<file path="src/rtl/cfg_intr_responder_if.sv">
// Bundle of cfg_interrupt request/acknowledge signals and the outbound message channel.
// The requester drives through the master view; the responder core uses the slave view.
interface cfg_intr_responder_if #(
  parameter int CNT_W = 16
);
  logic             cfg_interrupt_n_i;
  logic             cfg_interrupt_assert_n_i;
  logic             cfg_interrupt_rdy_n_o;
  logic             msi_enable_i;
  logic             host_intclr_i;
  logic             cfg_interrupt_legacyclr_o;
  logic             msg_valid_o;
  logic             msg_ready_i;
  logic [1:0]       msg_type_o;
  logic [31:0]      msg_addr_o;
  logic [15:0]      msg_data_o;
  logic             intx_asserted_o;
  logic [CNT_W-1:0] irq_count_o;
  logic             proto_err_o;

  modport master (
    output cfg_interrupt_n_i, cfg_interrupt_assert_n_i, msi_enable_i,
           host_intclr_i, msg_ready_i,
    input  cfg_interrupt_rdy_n_o, cfg_interrupt_legacyclr_o, msg_valid_o,
           msg_type_o, msg_addr_o, msg_data_o, intx_asserted_o,
           irq_count_o, proto_err_o
  );

  modport slave (
    input  cfg_interrupt_n_i, cfg_interrupt_assert_n_i, msi_enable_i,
           host_intclr_i, msg_ready_i,
    output cfg_interrupt_rdy_n_o, cfg_interrupt_legacyclr_o, msg_valid_o,
           msg_type_o, msg_addr_o, msg_data_o, intx_asserted_o,
           irq_count_o, proto_err_o
  );
endinterface

</file>
<file path="src/rtl/cfg_intr_responder.sv">
// Endpoint-side cfg_interrupt responder: turns each controller request into an MSI or
// Assert/Deassert_INTA message, acknowledges with rdy_n, and forwards host legacy clears.
module cfg_intr_responder #(
  parameter int          RDY_LATENCY = 4,
  parameter logic [31:0] MSI_ADDR    = 32'hFEE0_0000,
  parameter logic [15:0] MSI_DATA    = 16'h0000,
  parameter int          CNT_W       = 16
) (
  input  logic           clk,
  input  logic           rst_n,
  cfg_intr_responder_if.slave bus
);
  localparam int LAT_W = $clog2(RDY_LATENCY + 1);

  typedef enum logic [2:0] {IDLE, WAIT, SEND, RDY, GAP} state_t;

  state_t           state_reg, state_next;
  logic [LAT_W-1:0] cnt_reg, cnt_next;
  logic             msi_reg, msi_next;
  logic             asrt_n_reg, asrt_n_next;
  logic             withdrawn_reg, withdrawn_next;
  logic             intx_reg, intx_next;
  logic [CNT_W-1:0] count_reg, count_next;
  logic             perr_reg, perr_next;
  logic             lclr_reg;
  logic             redundant;

  // A legacy request that would not change the virtual wire produces no message.
  assign redundant = !msi_reg && ((!asrt_n_reg) == intx_reg);

  always_ff @(posedge clk or negedge rst_n) begin
    if (!rst_n) begin
      state_reg     <= IDLE;
      cnt_reg       <= '0;
      msi_reg       <= 1'b0;
      asrt_n_reg    <= 1'b1;
      withdrawn_reg <= 1'b0;
      intx_reg      <= 1'b0;
      count_reg     <= '0;
      perr_reg      <= 1'b0;
      lclr_reg      <= 1'b0;
    end else begin
      state_reg     <= state_next;
      cnt_reg       <= cnt_next;
      msi_reg       <= msi_next;
      asrt_n_reg    <= asrt_n_next;
      withdrawn_reg <= withdrawn_next;
      intx_reg      <= intx_next;
      count_reg     <= count_next;
      perr_reg      <= perr_next;
      lclr_reg      <= bus.host_intclr_i && intx_reg;
    end
  end

  always_comb begin
    state_next     = state_reg;
    cnt_next       = cnt_reg;
    msi_next       = msi_reg;
    asrt_n_next    = asrt_n_reg;
    withdrawn_next = withdrawn_reg;
    intx_next      = intx_reg;
    count_next     = count_reg;
    perr_next      = perr_reg;
    case (state_reg)
      IDLE: begin
        if (!bus.cfg_interrupt_n_i) begin
          msi_next       = bus.msi_enable_i;
          asrt_n_next    = bus.cfg_interrupt_assert_n_i;
          cnt_next       = LAT_W'(RDY_LATENCY);
          withdrawn_next = 1'b0;
          state_next     = WAIT;
        end
      end
      WAIT: begin
        if (bus.cfg_interrupt_n_i) begin
          perr_next  = 1'b1;
          state_next = IDLE;
        end else if (cnt_reg == '0) begin
          state_next = redundant ? RDY : SEND;
        end else begin
          cnt_next = cnt_reg - LAT_W'(1);
        end
      end
      SEND: begin
        // A withdrawn request still completes its message but loses the rdy pulse.
        if (bus.cfg_interrupt_n_i) begin
          withdrawn_next = 1'b1;
          perr_next      = 1'b1;
        end
        if (bus.msg_ready_i) begin
          if (!msi_reg) begin
            intx_next = !asrt_n_reg;
          end
          if ((msi_reg || !asrt_n_reg) && (count_reg != {CNT_W{1'b1}})) begin
            count_next = count_reg + CNT_W'(1);
          end
          state_next = (withdrawn_reg || bus.cfg_interrupt_n_i) ? IDLE : RDY;
        end
      end
      RDY:     state_next = GAP;
      GAP:     state_next = IDLE;
      default: state_next = IDLE;
    endcase
  end

  assign bus.msg_valid_o               = (state_reg == SEND);
  assign bus.msg_type_o                = ((state_reg != SEND) || msi_reg) ? 2'd0 :
                                         (asrt_n_reg ? 2'd2 : 2'd1);
  assign bus.msg_addr_o                = ((state_reg == SEND) && msi_reg) ? MSI_ADDR : 32'h0;
  assign bus.msg_data_o                = ((state_reg == SEND) && msi_reg) ? MSI_DATA : 16'h0;
  assign bus.cfg_interrupt_rdy_n_o     = (state_reg != RDY);
  assign bus.cfg_interrupt_legacyclr_o = lclr_reg;
  assign bus.intx_asserted_o           = intx_reg;
  assign bus.irq_count_o               = count_reg;
  assign bus.proto_err_o               = perr_reg;
endmodule

</file>
<file path="src/flat_wrapper.sv">
// flat-port wrapper written by rule: the top's interface ports become plain ports
module cfg_intr_responder_flat 
#(
  parameter int          RDY_LATENCY = 4,
  parameter logic [31:0] MSI_ADDR    = 32'hFEE0_0000,
  parameter logic [15:0] MSI_DATA    = 16'h0000,
  parameter int          CNT_W       = 16
)
  (clk, rst_n, bus_cfg_interrupt_n_i, bus_cfg_interrupt_assert_n_i, bus_msi_enable_i, bus_host_intclr_i, bus_msg_ready_i, bus_cfg_interrupt_rdy_n_o, bus_cfg_interrupt_legacyclr_o, bus_msg_valid_o, bus_msg_type_o, bus_msg_addr_o, bus_msg_data_o, bus_intx_asserted_o, bus_irq_count_o, bus_proto_err_o);
  cfg_intr_responder_if #(.CNT_W(CNT_W)) bus_i ();
  input  logic clk;
  input  logic rst_n;
  input wire logic [$bits(bus_i.cfg_interrupt_n_i)-1:0] bus_cfg_interrupt_n_i;
  input wire logic [$bits(bus_i.cfg_interrupt_assert_n_i)-1:0] bus_cfg_interrupt_assert_n_i;
  input wire logic [$bits(bus_i.msi_enable_i)-1:0] bus_msi_enable_i;
  input wire logic [$bits(bus_i.host_intclr_i)-1:0] bus_host_intclr_i;
  input wire logic [$bits(bus_i.msg_ready_i)-1:0] bus_msg_ready_i;
  output wire logic [$bits(bus_i.cfg_interrupt_rdy_n_o)-1:0] bus_cfg_interrupt_rdy_n_o;
  output wire logic [$bits(bus_i.cfg_interrupt_legacyclr_o)-1:0] bus_cfg_interrupt_legacyclr_o;
  output wire logic [$bits(bus_i.msg_valid_o)-1:0] bus_msg_valid_o;
  output wire logic [$bits(bus_i.msg_type_o)-1:0] bus_msg_type_o;
  output wire logic [$bits(bus_i.msg_addr_o)-1:0] bus_msg_addr_o;
  output wire logic [$bits(bus_i.msg_data_o)-1:0] bus_msg_data_o;
  output wire logic [$bits(bus_i.intx_asserted_o)-1:0] bus_intx_asserted_o;
  output wire logic [$bits(bus_i.irq_count_o)-1:0] bus_irq_count_o;
  output wire logic [$bits(bus_i.proto_err_o)-1:0] bus_proto_err_o;
  assign bus_i.cfg_interrupt_n_i = bus_cfg_interrupt_n_i;
  assign bus_i.cfg_interrupt_assert_n_i = bus_cfg_interrupt_assert_n_i;
  assign bus_i.msi_enable_i = bus_msi_enable_i;
  assign bus_i.host_intclr_i = bus_host_intclr_i;
  assign bus_i.msg_ready_i = bus_msg_ready_i;
  assign bus_cfg_interrupt_rdy_n_o = bus_i.cfg_interrupt_rdy_n_o;
  assign bus_cfg_interrupt_legacyclr_o = bus_i.cfg_interrupt_legacyclr_o;
  assign bus_msg_valid_o = bus_i.msg_valid_o;
  assign bus_msg_type_o = bus_i.msg_type_o;
  assign bus_msg_addr_o = bus_i.msg_addr_o;
  assign bus_msg_data_o = bus_i.msg_data_o;
  assign bus_intx_asserted_o = bus_i.intx_asserted_o;
  assign bus_irq_count_o = bus_i.irq_count_o;
  assign bus_proto_err_o = bus_i.proto_err_o;
  cfg_intr_responder #(.RDY_LATENCY(RDY_LATENCY), .MSI_ADDR(MSI_ADDR), .MSI_DATA(MSI_DATA), .CNT_W(CNT_W)) u_core (.clk(clk), .rst_n(rst_n), .bus(bus_i));
endmodule
</file>
<file path="config.mk">
export PLATFORM = sky130hd
export DESIGN_NAME = cfg_intr_responder_flat
export DESIGN_NICKNAME = d
export VERILOG_FILES = /design/src/rtl/cfg_intr_responder_if.sv /design/src/rtl/cfg_intr_responder.sv /design/src/flat_wrapper.sv
export SDC_FILE = /design/constraint.sdc
export NUM_CORES = 1
export LEC_CHECK = 0
export CAP_MARGIN = 0
export CELL_PAD_IN_SITES_DETAIL_PLACEMENT = 1
export CELL_PAD_IN_SITES_GLOBAL_PLACEMENT = 1
export CORE_ASPECT_RATIO = 1.1
export CORE_MARGIN = 3
export CORE_UTILIZATION = 33
export CTS_CLUSTER_SIZE = 30
export DETAILED_ROUTE_END_ITERATION = 10
export PLACE_DENSITY = 0.95
export SYNTH_ARGS = -nofsm -noshare
export SYNTH_HDL_FRONTEND = slang
export SYNTH_SLANG_ARGS = --single-unit
</file>
<file path="constraint.sdc">
create_clock -name clk -period 4.3 [get_ports clk]
set_clock_uncertainty 0.2 [all_clocks]
set_input_delay 0.645 -clock clk [delete_from_list [all_inputs] [get_ports clk]]
set_output_delay 0.645 -clock clk [all_outputs]
set_load 0.02 [all_outputs]
</file>
==> metrics, run 1 <==
Congestion Overflow GR=0; Slew Limit Headroom=a little over two fifths; status=completed; core box area=between 5000 and 6000 µm²; Root Buffer=clkbuf_8; DRC=0; Multi-input gate area=slightly below 800 µm²; worst-path fanout max=13; LEAKAGE=just over 0.9 nW; via count=1225; Slew Viols, Final=0; Max IR drop VDD=about 0.18 mV; largest net degree at the start of global routing=29; Seq/Total Area, Yosys=about 40%; clock buffer depth=2; first-pass GRT wire length=6.106 mm; hold_ws=roughly 0.28 ns; Worst EP arrival=about 2.4 ns; ANT cells=0; Worst-Margin Slew=~0.86 ns; Die X=around 76 µm; Final nets=approximately 220; Seq cells post-synth=28; Synth Area per Inst=9.815 µm²; I/O Pins=between 70 and 80; Layout fillers=596; synthesized area=~1800 µm²; Post-Layout Cell Count=roughly 280; share of cells above drive strength 1=about 9.0%; setup tns final=0 ns; min Tclk post-route=around 3.2 ns; vias in the first global route=between 1000 and 1500; synth-to-layout area growth=18.06%; Post-DRT Antenna Nets=0; startpoint types=register; DRT Pass-1 Iters=4; initial antenna violation count=0; max reg flops=16; RSZ-0062 raised after global routing=no; Crit Path Category=register to output pin; CTS tree=yes; Cell variety after synth=42; post-layout util=around two fifths; worst-skew pair later-pin latency=0.27 ns; post-CTS setup repair buffer count=0; Initial Utilization=34.63%; Worst Path Required=around 3.5 ns; Sink Count=28; sequential cell area=approximately 700 µm²; hold_buf cts=0; I/O Buffers=39; Rows=27; P per Cell Area=roughly 440 nW/µm²; clock transition at the registers of the reported paths=approximately 0.10 ns; Ys Warns=0; die height=around 83 µm; routability cong.=0.7772; achievable frequency=between 300 and 400 MHz; placed insts=279; H-tree depth=1; # setup viols final=0; Critical Path End Type=output pin; period utilization=around 75%; final WL=roughly 3.8 mm; Post-Synthesis Cells=180; routed vias/inst=~4.3; 1st-iter DRT viols=52; Max-cap violations=0; Final WS setup=roughly 1.1 ns; TritonCTS buffer count=3; gr usage total=between 10% and 20%; endpoints failing hold=0; hpwl dp=roughly 2.9 mm; die footprint=around 6300 µm²; worst hold path type=register to register; CTS resizes=0; post-DR wirelength/cell=13.43 µm; pre-CTS setup slack=1.348 ns
## layout make-up
cell class              instances  area share, %
clock buffers                   3          1.980
clock inverters                 1          1.440
inverters                       7          1.500
multi-input cells             132          38.03
flip-flops and latches         28          33.65
well taps                      72          4.319
repair buffers                 40          19.08
## layer usage
metal	track usage (%)	vias up	share of wire, %
met5	0	-	0
met4	1.573	0	0.45
met3	2.542	2	4.5
met2	23.97	40	55
met1	14.52	596	40
li1	-	587	-
## synth_stat cells
| master | count | area (µm²) |
|---|---|---|
| buf_4 | 47 | 352.8 |
| dfrtp_1 | 27 | 675.7 |
| nand2_1 | 10 | 37.54 |
| xnor2_1 | 9 | 78.83 |
| nor2_1 | 8 | 30.03 |
| xor2_1 | 7 | 61.31 |
| a21oi_1 | 6 | 30.03 |
| inv_1 | 6 | 22.52 |
| nor3_1 | 6 | 30.03 |
| nand3_1 | 5 | 25.02 |
| nand4_1 | 5 | 31.28 |
| o21ai_0 | 4 | 20.02 |
| ha_1 | 3 | 37.54 |
| mux2_2 | 3 | 33.78 |
| nand2b_1 | 3 | 18.77 |
| and3_2 | 2 | 15.01 |
| buf_6 | 2 | 22.52 |
| nor3b_1 | 2 | 15.01 |
| o31ai_1 | 2 | 15.01 |
| a21o_1 | 1 | 7.510 |
| a31o_2 | 1 | 8.760 |
| a31oi_1 | 1 | 6.260 |
| and2_1 | 1 | 6.260 |
| and2_2 | 1 | 7.510 |
| and3_1 | 1 | 6.260 |
| buf_1 | 1 | 3.750 |
| conb_1 | 1 | 3.750 |
| dfstp_2 | 1 | 26.28 |
| inv_6 | 1 | 8.760 |
| nand3_4 | 1 | 17.52 |
| nand3b_1 | 1 | 7.510 |
| nand4b_1 | 1 | 8.760 |
| nor2b_1 | 1 | 6.260 |
| nor3b_2 | 1 | 12.51 |
| nor4_2 | 1 | 12.51 |
| nor4b_1 | 1 | 8.760 |
| o211ai_1 | 1 | 7.510 |
| o32ai_1 | 1 | 8.760 |
| o41ai_1 | 1 | 8.760 |
| or3_2 | 1 | 7.510 |
| or3b_1 | 1 | 8.760 |
| or4b_4 | 1 | 13.76 |
## worst max-delay path, cell delays in order (launching register included)
cell             delay (ns)
dfrtp_1                0.54
or3b_1                 0.57
inv_6                  0.13
and2_2                 0.24
clkdlybuf4s50_1        0.65
## power breakdown
| group | leakage (nW) | switching (mW) | internal (mW) |
|---|---|---|---|
| clock | 0.0357 | 0.0829 | 0.125 |
| sequential | 0.361 | 0.0736 | 0.316 |
| combinational | 0.521 | 0.183 | 0.145 |
## metrics by stage
stage | area, µm² | power, mW
after floorplan | 1906 | 0.6446
after global placement | 2014 | 0.7066
after detailed placement | 2014 | 0.7193
after CTS | 2086 | 0.9375
after global routing | 2086 | 0.9846
final | 2086 | 0.9246
## layout by cell type (no fill, tap or decap), drive strengths merged, types with 2 or more instances in the layout
cell	count
a21oi	6
and2	2
and3	3
clkbuf	3
clkdlybuf4s50	39
conb	38
dfrtp	27
ha	3
inv	7
mux2	3
nand2	10
nand2b	3
nand3	6
nand4	5
nor2	8
nor3	6
nor3b	3
o21ai	4
o31ai	2
xnor2	9
xor2	7
## path summary, 6_finish.rpt
check                                                        start                                      to  slack (ns)  cells after the start
worst max-delay path               u_core.state_reg[0]$_DFFE_PN0P_                      bus_msg_addr_o[30]        1.05                      4
worst min-delay path            u_core.bus.proto_err_o$_DFFE_PN0P_      u_core.bus.proto_err_o$_DFFE_PN0P_        0.28                      1
worst max register to register     u_core.state_reg[0]$_DFFE_PN0P_  u_core.bus.irq_count_o[15]$_DFFE_PN0P_        1.75                      6
worst min register to register  u_core.bus.proto_err_o$_DFFE_PN0P_      u_core.bus.proto_err_o$_DFFE_PN0P_        0.28                      1
max in group asynchronous                                    rst_n           u_core.asrt_n_reg$_DFFE_PN1P_        3.05                      2
min in group asynchronous                                    rst_n        u_core.withdrawn_reg$_DFFE_PN0P_        0.54                      2
## logic make-up (layout without fill, tap and decap cells)
family	Yosys count	in the layout	share of synthesized area, %
buf+inv	57	51	23.23
simple gates	54	54	18.49
flops	28	28	39.73
compound gates	18	18	6.375
xor+xnor	16	16	7.932
fa+ha+maj	3	3	2.125
mux	3	3	1.912
other cells	1	38	0.2123
Note: power is estimated with default switching activity, not from simulation.
==> run 2: changes to the inputs <==
--- a/config.mk
+++ b/config.mk
@@ -10,10 +10,10 @@
 export CELL_PAD_IN_SITES_GLOBAL_PLACEMENT = 1
 export CORE_ASPECT_RATIO = 1.1
 export CORE_MARGIN = 3
-export CORE_UTILIZATION = 33
+export CORE_UTILIZATION = 28
 export CTS_CLUSTER_SIZE = 30
 export DETAILED_ROUTE_END_ITERATION = 10
-export PLACE_DENSITY = 0.95
+export PLACE_DENSITY = 0.88
 export SYNTH_ARGS = -nofsm -noshare
 export SYNTH_HDL_FRONTEND = slang
 export SYNTH_SLANG_ARGS = --single-unit
==> constraint.sdc (replaced) <==
create_clock -name clk -period 2.8 [get_ports clk]
set_clock_uncertainty 0.2 [all_clocks]
set_input_delay 0.42 -clock clk [delete_from_list [all_inputs] [get_ports clk]]
set_output_delay 0.42 -clock clk [all_outputs]
set_load 0.02 [all_outputs]
==> run 2 against run 1 <==
Clock power rose by 23%. First-iteration DRC count fell by 35%. Total power rose by 48%. Largest cell class unchanged. Largest power group unchanged.
==> metrics, run 2 (same netlist as run 1, synthesis figures left out) <==
status=completed; gr usage total=11.25% (-1.3 points); clock transition at the registers of the reported paths=0.09 ns (about the same); clock buffer depth=2 (unchanged); ANT cells=0 (unchanged); hpwl dp=3.083 mm (+7.1%); LEAKAGE=1.077 nW (+17%); endpoints failing hold=0 (unchanged); reg2reg setup slack=0.45 ns (-1.30 ns); Max IR drop VDD=0.3124 mV (+78%); Final WS setup=0.1133 ns (-0.9402 ns); min Tclk post-route=2.687 ns; worst-path fanout max=7 (-6); Final nets=226 (+1.8%); die height=89.31 µm (+7.9%); routed vias/inst=4.353 (+0.56%); TritonCTS buffer count=3 (unchanged); CP Launch Point=u_core.state_reg[2]$_DFFE_PN0P_; worst r2r src=u_core.state_reg[2]$_DFFE_PN0P_; Initial Utilization=29.69% (-4.9 points); Crit Path Category=register to output pin; Worst EP arrival=2.07 ns (-0.33 ns); # setup viols final=0 (unchanged); hold path startpoint=u_core.bus.proto_err_o$_DFFE_PN0P_; 1st-iter DRT viols=34 (-35%); synth-to-layout area growth=20.11%; max reg flops=16 (unchanged); Root Buffer=clkbuf_8; share of cells above drive strength 1=11.16% (+2.2 points); startpoint types=register; Max-cap violations=0 (unchanged); pre-CTS setup slack=0.1823 ns (-1.165 ns); via count=1271 (+3.8%); Post-DRT Antenna Nets=0 (unchanged); vias in the first global route=1292 (+3.8%); post-DR wirelength/cell=13.63 µm (+1.5%); largest net degree at the start of global routing=29 (unchanged); Die X=81.74 µm (+7.9%); hold_buf cts=0 (unchanged); Worst Path Required=2.18 ns (-1.27 ns); Congestion Overflow GR=0 (unchanged); DRT Pass-1 Iters=4 (unchanged); Rows=29 (+7.4%); core box area=5951 µm² (+17%); DRC=0 (unchanged); worst-skew pair later-pin latency=0.28 ns (about the same); worst hold path type=register to register; achievable frequency=372.2 MHz; initial antenna violation count=0 (unchanged); most frequent cells in the layout=38 x conb_1, 29 x clkdlybuf4s50_1, 27 x dfrtp_1; final WL=3.980 mm (+4.7%); I/O Pins=78 (unchanged); Slew Viols, Final=0 (unchanged); CTS tree=yes; I/O Buffers=39 (unchanged); die footprint=7300 µm² (+16%); commonest non-fill, non-tap cell in the layout=conb_1; setup tns final=0 ns (unchanged); Sink Count=28 (unchanged); Critical Path End Type=output pin; P per Cell Area=645.9 nW/µm² (+46%); Total Power Consumption=1.371 mW (+48%); H-tree depth=1 (unchanged); period utilization=between 90% and 100%; routability cong.=0.7186 (-7.5%); first-pass GRT wire length=6.437 mm (+5.4%)
-- run 2: cell count changes in the layout (fill, tap and decap cells not counted) --
cell	delta
dlygate4sd2_1	+3
clkbuf_8	+1
buf_4	+4
or3b_4	+1
dlymetal6s2s_1	+7
bufinv_16	-1
clkdlybuf4s50_1	-10
or3b_1	-1
-- run 2: what timing repair did --
action                                  4_1_cts  5_1_grt
buffers inserted                              0        0
endpoints found under the setup margin       10        7
gates resized for setup                       4        7
-- run 2: final cells by class --
type	instances	area, µm²
Clock buffer	4	55.05
Timing Repair Buffer	44	441.7
Inverter	7	31.28
Fill cell	700	3829
Tap cell	77	96.34
Sequential cell	28	701.9
Multi-Input combinational cell	132	795.8
-- run 2: path summary, 6_finish.rpt --
path | endpoint | cells after the start
min reg2reg | u_core.bus.proto_err_o$_DFFE_PN0P_ | 1
max | bus_msg_type_o[1] | 3
min | u_core.bus.proto_err_o$_DFFE_PN0P_ | 1
max in group asynchronous | u_core.asrt_n_reg$_DFFE_PN1P_ | 2
max reg2reg | u_core.bus.irq_count_o[13]$_DFFE_PN0P_ | 6
min in group asynchronous | u_core.cnt_reg[2]$_DFFE_PN0P_ | 2
-- run 2: critical path, cell delays in order (launching register included) --
cell and delay (ns):
dfrtp_1 0.45, or3b_4 0.48, nor3b_1 0.22, clkdlybuf4s50_1 0.64
-- run 2: power breakdown --
group	leakage [nW]	internal, mW	switching (mW)
Sequential	0.361	0.485	0.0824
Combinational	0.687	0.232	0.317
Clock	0.0288	0.126	0.129
Total	1.08	0.843	0.528
-- run 2: metrics by stage --
stage               cells  hold slack (ns)  instance area [µm²]  util [%]
finish                292           0.2788                 2122     35.66
global route          292           0.3024                 2122     35.66
CTS                   292           0.2809                 2105     35.37
detailed placement    288           0.2592                 2051     34.46
global placement      288           0.2587                 2051     34.46
floorplan             217         -0.07559                 1906         -
-- run 2: metal layers --
metal  vias up  global-route usage (%)  wire length, µm
met5         -                       0                0
met4         0                   2.568               34
met3         6                   2.319              216
met2        47                   19.76             2082
met1       629                   14.12             1648
li1        589                       -                -
